## src/rtl/datapath_pkg.sv

```systemverilog
// Shared encodings for the datapath sequencer: op and register codes, bus-select bit
// positions, FSM state encoding and the memory wait timeout.
package datapath_pkg;

  localparam logic [1:0] OP_MOVE    = 2'b00;
  localparam logic [1:0] OP_LOAD    = 2'b01;
  localparam logic [1:0] OP_STORE   = 2'b10;
  localparam logic [1:0] OP_ILLEGAL = 2'b11;

  localparam logic [1:0] REG_R0      = 2'd0;
  localparam logic [1:0] REG_R1      = 2'd1;
  localparam logic [1:0] REG_MDR     = 2'd2;
  localparam logic [1:0] REG_ILLEGAL = 2'd3;

  localparam int ENC_WIDTH   = 32;
  localparam int ENC_R0_BIT  = 0;
  localparam int ENC_R1_BIT  = 1;
  localparam int ENC_MDR_BIT = 2;

  localparam int              TIMER_WIDTH   = 8;
  localparam logic [TIMER_WIDTH-1:0] TIMEOUT_LIMIT = 8'd255;

  typedef enum logic [2:0] {
    IDLE,
    MEM_WAIT,
    LOAD_MDR,
    XFER,
    DONE
  } state_t;

  typedef struct packed {
    logic [1:0] op;
    logic [1:0] src;
    logic [1:0] dst;
  } cmd_t;

  function automatic logic [ENC_WIDTH-1:0] enc_select(input logic [1:0] code);
    logic [ENC_WIDTH-1:0] v;
    v = '0;
    case (code)
      REG_R0:  v[ENC_R0_BIT]  = 1'b1;
      REG_R1:  v[ENC_R1_BIT]  = 1'b1;
      REG_MDR: v[ENC_MDR_BIT] = 1'b1;
      default: v = '0;
    endcase
    return v;
  endfunction

  // src only matters for MOVE/STORE, dst only for MOVE/LOAD.
  function automatic logic cmd_illegal(input cmd_t c);
    logic src_used;
    logic dst_used;
    src_used = (c.op == OP_MOVE) || (c.op == OP_STORE);
    dst_used = (c.op == OP_MOVE) || (c.op == OP_LOAD);
    return (c.op == OP_ILLEGAL) ||
           (src_used && (c.src == REG_ILLEGAL)) ||
           (dst_used && (c.dst == REG_ILLEGAL));
  endfunction

endpackage

```

## src/rtl/wait_timer.sv

```systemverilog
// Memory wait counter: cleared on entry to a wait, counts while enabled and flags
// the last permitted wait cycle.
module wait_timer (
  input  logic clk,
  input  logic clear,
  input  logic enable,
  output logic expired
);
  import datapath_pkg::*;

  logic [TIMER_WIDTH-1:0] count;

  always_ff @(posedge clk) begin
    if (clear) begin
      count <= '0;
    end else if (enable) begin
      count <= count + 1'b1;
    end
  end

  assign expired = enable && (count == TIMEOUT_LIMIT);

endmodule

```

## src/rtl/datapath_sequencer.sv

```systemverilog
// Moore sequencer driving register load enables, bus source select and a memory
// handshake for MOVE / LOAD / STORE commands.
module datapath_sequencer (
  input  logic        clk,
  input  logic        clr,
  input  logic        cmd_valid,
  output logic        cmd_ready,
  input  logic [1:0]  cmd_op,
  input  logic [1:0]  cmd_src,
  input  logic [1:0]  cmd_dst,
  output logic [31:0] enc_out,
  output logic        R0in,
  output logic        R1in,
  output logic        MDRin,
  output logic        readMDR,
  output logic        mem_req,
  output logic        mem_we,
  input  logic        mem_ack,
  output logic        done,
  output logic        err
);
  import datapath_pkg::*;

  state_t state;
  state_t next_state;
  cmd_t   cmd_q;
  cmd_t   cmd_in;
  logic   err_q;
  logic   err_next;
  logic   accept;
  logic   timer_clear;
  logic   timer_en;
  logic   timer_expired;

  assign cmd_in      = {cmd_op, cmd_src, cmd_dst};
  assign accept      = cmd_valid && cmd_ready;
  assign timer_en    = (state == MEM_WAIT);
  assign timer_clear = clr || ((next_state == MEM_WAIT) && (state != MEM_WAIT));

  wait_timer u_wait_timer (
    .clk     (clk),
    .clear   (timer_clear),
    .enable  (timer_en),
    .expired (timer_expired)
  );

  always_ff @(posedge clk) begin
    if (clr) begin
      state <= IDLE;
      cmd_q <= '0;
      err_q <= 1'b0;
    end else begin
      state <= next_state;
      err_q <= err_next;
      if (accept) begin
        cmd_q <= cmd_in;
      end
    end
  end

  // Outputs are forced low while clr is held so nothing is requested during reset.
  always_comb begin
    next_state = state;
    err_next   = err_q;
    cmd_ready  = 1'b0;
    enc_out    = '0;
    R0in       = 1'b0;
    R1in       = 1'b0;
    MDRin      = 1'b0;
    readMDR    = 1'b0;
    mem_req    = 1'b0;
    mem_we     = 1'b0;
    done       = 1'b0;
    err        = 1'b0;

    case (state)
      IDLE: begin
        cmd_ready = !clr;
        if (cmd_valid && !clr) begin
          if (cmd_illegal(cmd_in)) begin
            next_state = DONE;
            err_next   = 1'b1;
          end else begin
            err_next   = 1'b0;
            next_state = (cmd_in.op == OP_LOAD) ? MEM_WAIT : XFER;
          end
        end
      end
      MEM_WAIT: begin
        mem_req = !clr;
        mem_we  = !clr && (cmd_q.op == OP_STORE);
        // An ack in the final wait cycle still wins over the timeout.
        if (mem_ack) begin
          next_state = (cmd_q.op == OP_LOAD) ? LOAD_MDR : DONE;
        end else if (timer_expired) begin
          next_state = DONE;
          err_next   = 1'b1;
        end
      end
      LOAD_MDR: begin
        MDRin      = !clr;
        readMDR    = !clr;
        next_state = XFER;
      end
      XFER: begin
        if (!clr) begin
          if (cmd_q.op == OP_LOAD) begin
            enc_out = enc_select(REG_MDR);
          end else begin
            enc_out = enc_select(cmd_q.src);
          end
          if (cmd_q.op == OP_STORE) begin
            MDRin = 1'b1;
          end else begin
            case (cmd_q.dst)
              REG_R0:  R0in  = 1'b1;
              REG_R1:  R1in  = 1'b1;
              REG_MDR: MDRin = 1'b1;
              default: R0in  = 1'b0;
            endcase
          end
        end
        next_state = (cmd_q.op == OP_STORE) ? MEM_WAIT : DONE;
      end
      DONE: begin
        done       = !clr;
        err        = !clr && err_q;
        next_state = IDLE;
      end
      default: next_state = IDLE;
    endcase
  end

endmodule
```

## config.mk

```make
export PLATFORM = sky130hd
export DESIGN_NAME = datapath_sequencer
export DESIGN_NICKNAME = d
export VERILOG_FILES = /design/src/rtl/datapath_pkg.sv /design/src/rtl/wait_timer.sv /design/src/rtl/datapath_sequencer.sv
export SDC_FILE = /design/constraint.sdc
export NUM_CORES = 1
export LEC_CHECK = 0
export ABC_AREA = 1
export CELL_PAD_IN_SITES_DETAIL_PLACEMENT = 1
export CELL_PAD_IN_SITES_GLOBAL_PLACEMENT = 2
export CORE_ASPECT_RATIO = 0.8
export CORE_MARGIN = 3
export CORE_UTILIZATION = 22
export CTS_CLUSTER_SIZE = 12
export DETAILED_ROUTE_END_ITERATION = 8
export GPL_TIMING_DRIVEN = 0
export HOLD_SLACK_MARGIN = 0.03
export PLACE_DENSITY_LB_ADDON = 0.1
export SLEW_MARGIN = 10
export SYNTH_ARGS = -nofsm -noshare
export SYNTH_HDL_FRONTEND = slang
export SYNTH_SLANG_ARGS = --single-unit
```

## constraint.sdc

```tcl
create_clock -name clk -period 1.5 [get_ports clk]
set_input_delay 0.45 -clock clk [delete_from_list [all_inputs] [get_ports clk]]
set_output_delay 0.45 -clock clk [all_outputs]
set_load 0.03 [all_outputs]
```

After elaboration in Yosys (flattened, before gate mapping)
Cells that the tools add are included.

word-level totals
  register bits after elaboration = 18
  input bits = 10
  output and inout port bits = 41
  logic and storage cells = 85

cells by class
  add/sub/neg operators = 1
  eq/ne operators = 21
  multiplexer cells = 37
  reductions and logical operators = 20

operators with widths
  cell                                                                   number
  3-bit 2-to-1 mux                                                       9
  1-bit 2-to-1 mux                                                       24
  2-bit equality test, second input constant                             7
  3-bit case mux with 4 select lines                                     1
  8-bit by 1-bit adder with 8-bit output, second input constant          1
  2-bit by 1-bit equality test with 1-bit output, second input constant  4
  8-bit equality test, second input constant                             1
  1-bit logical AND                                                      8
  3-bit by 1-bit equality test with 1-bit output, second input constant  2
  3-bit by 2-bit equality test with 1-bit output, second input constant  2
  2-bit zero test                                                        3
  2-bit != test, second input constant                                   3
  1-bit logical OR                                                       5
  1-bit case mux with 2 select lines                                     2
  4-bit AND reduction                                                    1
  3-bit equality test, second input constant                             1
  3-bit zero test                                                        1
  3-bit by 1-bit != test with 1-bit output, second input constant        1
  2-bit 2-to-1 mux                                                       1
  2-bit nonzero test                                                     1
  1-bit zero test                                                        1

Logic depth before layout (Yosys ltp)
  depth after elaboration = 11
  depth in mapped cells = 9
  gate-level depth less buffers = 9

Hierarchy
A second synthesis with hierarchy kept.

second synthesis, totals
  cell total of the unflattened synthesis = 178
  area, all modules = 1209.9 sq um

by module, submodules not included
  module              times used  cells each  area each (sq um)  sequential area each (sq um)
  datapath_sequencer  1           128         858.3              200.2
  wait_timer          1           50          351.6              160.2

Worst setup path before layout
No wires, ideal clock.

  path kind = input to output
  from = in clr
  to = out enc_out[0]
  arrival = 1801 ps
  data required time = 1050 ps
  path slack = -751 ps
  stages = 4
  path buffers = 1
  cells stage by stage = inv_1 clkbuf_1 nand2_1 nor4_1

on the way
  longest elaborated chain between the ends = 2

RTL lines
  item              RTL line                   text
  start, declared   datapath_sequencer.sv:5    input logic clr,
  3-bit 2-to-1 mux  datapath_sequencer.sv:106  if (!clr) begin
  3-bit 2-to-1 mux  datapath_sequencer.sv:76   case (state)
  end, declared     datapath_sequencer.sv:11   output logic [31:0] enc_out,

No other way between the ends.

Final worst setup path
  from = reg state[2]
  to = out R1in

on the way
  longest elaborated chain between the ends = 2

RTL lines
  item                                            RTL line                  text
  start, declared                                 datapath_sequencer.sv:24  state_t state;
  start signal, assigned                          datapath_sequencer.sv:53  state <= next_state;
  3-bit by 2-bit equality test with 1-bit output  datapath_sequencer.sv:76
  1-bit 2-to-1 mux                                datapath_sequencer.sv:76
  end, declared                                   datapath_sequencer.sv:13  output logic R1in,

No other way between the ends.

==> metrics.md <==
| Metric | Value |
|---|---|
| Status | complete, but fails checks |
| Failing checks | negative setup slack |
| Final hold violation count | 0 |
| Htree depth | 1 |
| Die ar. | 6620 um^2 |
| Fin cells | 338 |
| Routed vias/inst | 3.87 |
| Routed Antenna Nets | 0 |
| CTS buffer count | 3 |
| GP Congestion | 0.758 |
| Rows | 23 |
| Vias | between 1,000 and 1,500 |
| Most frequent cells in the layout | buf_4 (43), nand2_1 (29), conb_1 (29) |
| Critical path fanouts, max | 3 |
| Count of state elements after synthesis | 18 |
| Overflow after GRT | 0 |
| Hold path depth | 4 |
| Reg2reg setup slack | -0.05 ns |
| Internal power | 0.000900 W |
| Worst Setup Path Type | flip-flop to output port |
| Starting DRC count in detailed routing | 28 |
| Routed WL per cell | 11.5 um |
| Largest net degree at the start of global routing | 10 |
| Crit end category | output port |
| Register area share after synthesis | 28.9% |
| Core Area | between 5000 and 6000 um^2 |
| Initial Util | approximately a quarter |
| Post-route setup slack | -0.278 ns |
| Pwr/cell area | roughly 630 nW/um^2 |
| CTS root buf | clkbuf_8 |
| Maxcap violations | 0 |
| Fin Hold WS | 0.538 ns |
| Dpl cells | 313 |
| RR Startpoint | state[2] |
| Synthesized area | 1250 um^2 |
| Part of the cycle the worst path needs | 119% |
| Area delta synth->final | 78.4% |
| CTS Sinks | 18 |
| Ys Warns | 0 |
| Cells after Synth | around 190 |
| I/O pin count | 51 |
| # diodes | 0 |
| WP data arrival | between 1 and 1.5 ns |
| Multi-input gate area | ~920 um^2 |
| Initial antenna violation count | 0 |
| Setup TNS | -2.77 ns |
| Average cell area after synthesis | 6.61 um^2 |
| Max-slew violation count | 0 |
| Port-buffer cells | 21 |
| Hold Path Class | flip-flop to flip-flop |
| Fraction of layout cells with a size suffix above 1 | 46.0% |
| Post-synth cell types | 25 |
| Total GRT Usage | 11.6% |
| Critical Path RT | about 1.1 ns |
| Final number of setup-violating endpoints | 22 |
| R2R depth | 10 |
| VDD IR-drop max | 0.000230 V |
| Comb power frac | 38.0% |
| Clk pwr share | 24.1% |
| Largest cells by area after synthesis | dfxtp_1 (29%), buf_4 (17%), nand2_1 (11%) |
| Die H | 73.4 um |
| Width of the die | between 90 and 100 um |
| Fillers | 650 |
| LEAKAGE | between 1 and 1.5 nW |
| Psw | 0.000505 W |
| CP Launch Type | flip-flop |
| TritonCTS clock tree | yes |
| Switch share | between 30% and 40% |
| Vias in the first global route | 1,241 |
| FF+latch area | 369 um^2 |
| Clk_lat worst skew | 0.25 ns |
| Cell taking the most area after synthesis | dfxtp_1 |
| RSZ-0062 raised after global routing | true |
| Fmax | 562 MHz |
| Most common cell after layout, fill and taps aside | buf_4 |
| R2R Path End | u_wait_timer.count[3] |
| Final instance area | 2230 um^2 |
| Clk buf depth | 2 |
| DPL Wire Length | 2700 um |
| Clk slew on worst S/H paths | 0.07 ns |
| Top cell type's share of synthesized area | 28.9% |
| Routed WL | 3880 um |
| Hold EP | u_wait_timer.count[6] |
| Global-route wire length before repair | 5980 um |
| Period minus WS final | 1.78 ns |
| Placement-stage cell area | 1800 um^2 |
| Setup Skew | 0.00247 ns |
| Remaining DRCs | 0 |
| Drt first pass iters | 2 |
| Sequential power share | 37.9% |
| NumNets Final | 276 |
| Hold path start | u_wait_timer.count[6] |
==> power by group through the flow <==
stage	registers, W	clock network [W]	logic [W]
global placement	0.000540	0	0.000392
global route	0.000537	0.000375	0.000577
finish	0.000533	0.000339	0.000534
detailed placement	0.000541	0	0.000393
floorplan	0.000536	0	0.000317
CTS	0.000531	0.000349	0.000457
==> cell usage after synthesis (all sizes together) <==
| master | number |
|---|---|
| nand2 | 41 |
| buf | 29 |
| nor2 | 29 |
| inv | 27 |
| dfxtp | 18 |
| o21ai | 10 |
| a21oi | 7 |
| nand3 | 6 |
| nor4 | 4 |
| xor2 | 4 |
| a31oi | 2 |
| clkbuf | 2 |
| nand4 | 2 |
| nor3 | 2 |
| a31o | 1 |
| and3 | 1 |
| conb | 1 |
| ha | 1 |
| or2 | 1 |
| xnor2 | 1 |
==> sequential cells by signal, indices dropped and copies added, names as in the netlist <==
register / flops
u_wait_timer.count: 8
cmd_q: 6
state: 3
err_q: 1
==> per-layer routing <==
| layer | vias up | part of all wire (%) | GRT usage, % |
|---|---|---|---|
| li1 | 676 | - | - |
| met1 | 583 | 50 | 15.3 |
| met2 | 45 | 41 | 17.8 |
| met3 | 5 | 7.6 | 3.68 |
| met4 | 0 | 1.5 | 4.07 |
| met5 | - | 0 | 0 |
==> cell families (layout without fill, tap and decap cells) <==
kind of cell | count (synthesis) | in the layout | share of synthesized area (%)
AO/OA/AOI/OAI | 20 | 20 | 8.52
XOR/XNOR | 5 | 5 | 3.51
adder cells (fa/ha/maj) | 1 | 1 | 1.00
buffers and inverters | 58 | 104 | 26.6
flip-flops | 18 | 18 | 28.9
other | 1 | 29 | 0.300
AND/OR/NAND/NOR | 86 | 86 | 31.3
==> layout make-up <==
cell class / instances / share of cell area [%]
clock buffers: 3 / 1.85
multi-input cells: 141 / 41.1
well taps: 75 / 4.21
inverters: 27 / 5.28
flip-flops and latches: 18 / 16.6
repair buffers: 43 / 19.4
plain buffers: 31 / 11.5
==> critical path, cell delays in order, from the launching register on <==
cell and delay (ns):
dfxtp_4 0.37, nor2_4 0.11, nand2_2 0.08, inv_4 0.10
nand2_4 0.08, nor4_4 0.16, buf_6 0.17
==> per-stage QoR <==
stage               power (W)  utilization [%]  worst slack, ns
floorplan            0.000853                -           -0.163
global placement     0.000933             34.3            -1.21
detailed placement   0.000935             34.3            -1.21
CTS                   0.00134             39.2           -0.304
global route          0.00149             42.5           -0.371
finish                0.00140             42.5           -0.278
==> how the worst max path moves through the flow <==
stage,cells after the start,to,from
floorplan,4,enc_out[0],clr
global placement,6,enc_out[0],clr
detailed placement,6,enc_out[0],clr
CTS,7,R1in,state[1]
global route,7,R1in,state[1]
finish,6,R1in,state[2]
==> repair_timing <==
action,4_1_cts,5_1_grt
resized for setup,115,33
endpoints found under the setup margin,27,23
gates cloned,1,0
setup buffers,13,9
pin swaps,11,13
hold buffers,0,0
No activity file was read; power rests on OpenSTA's default activity.
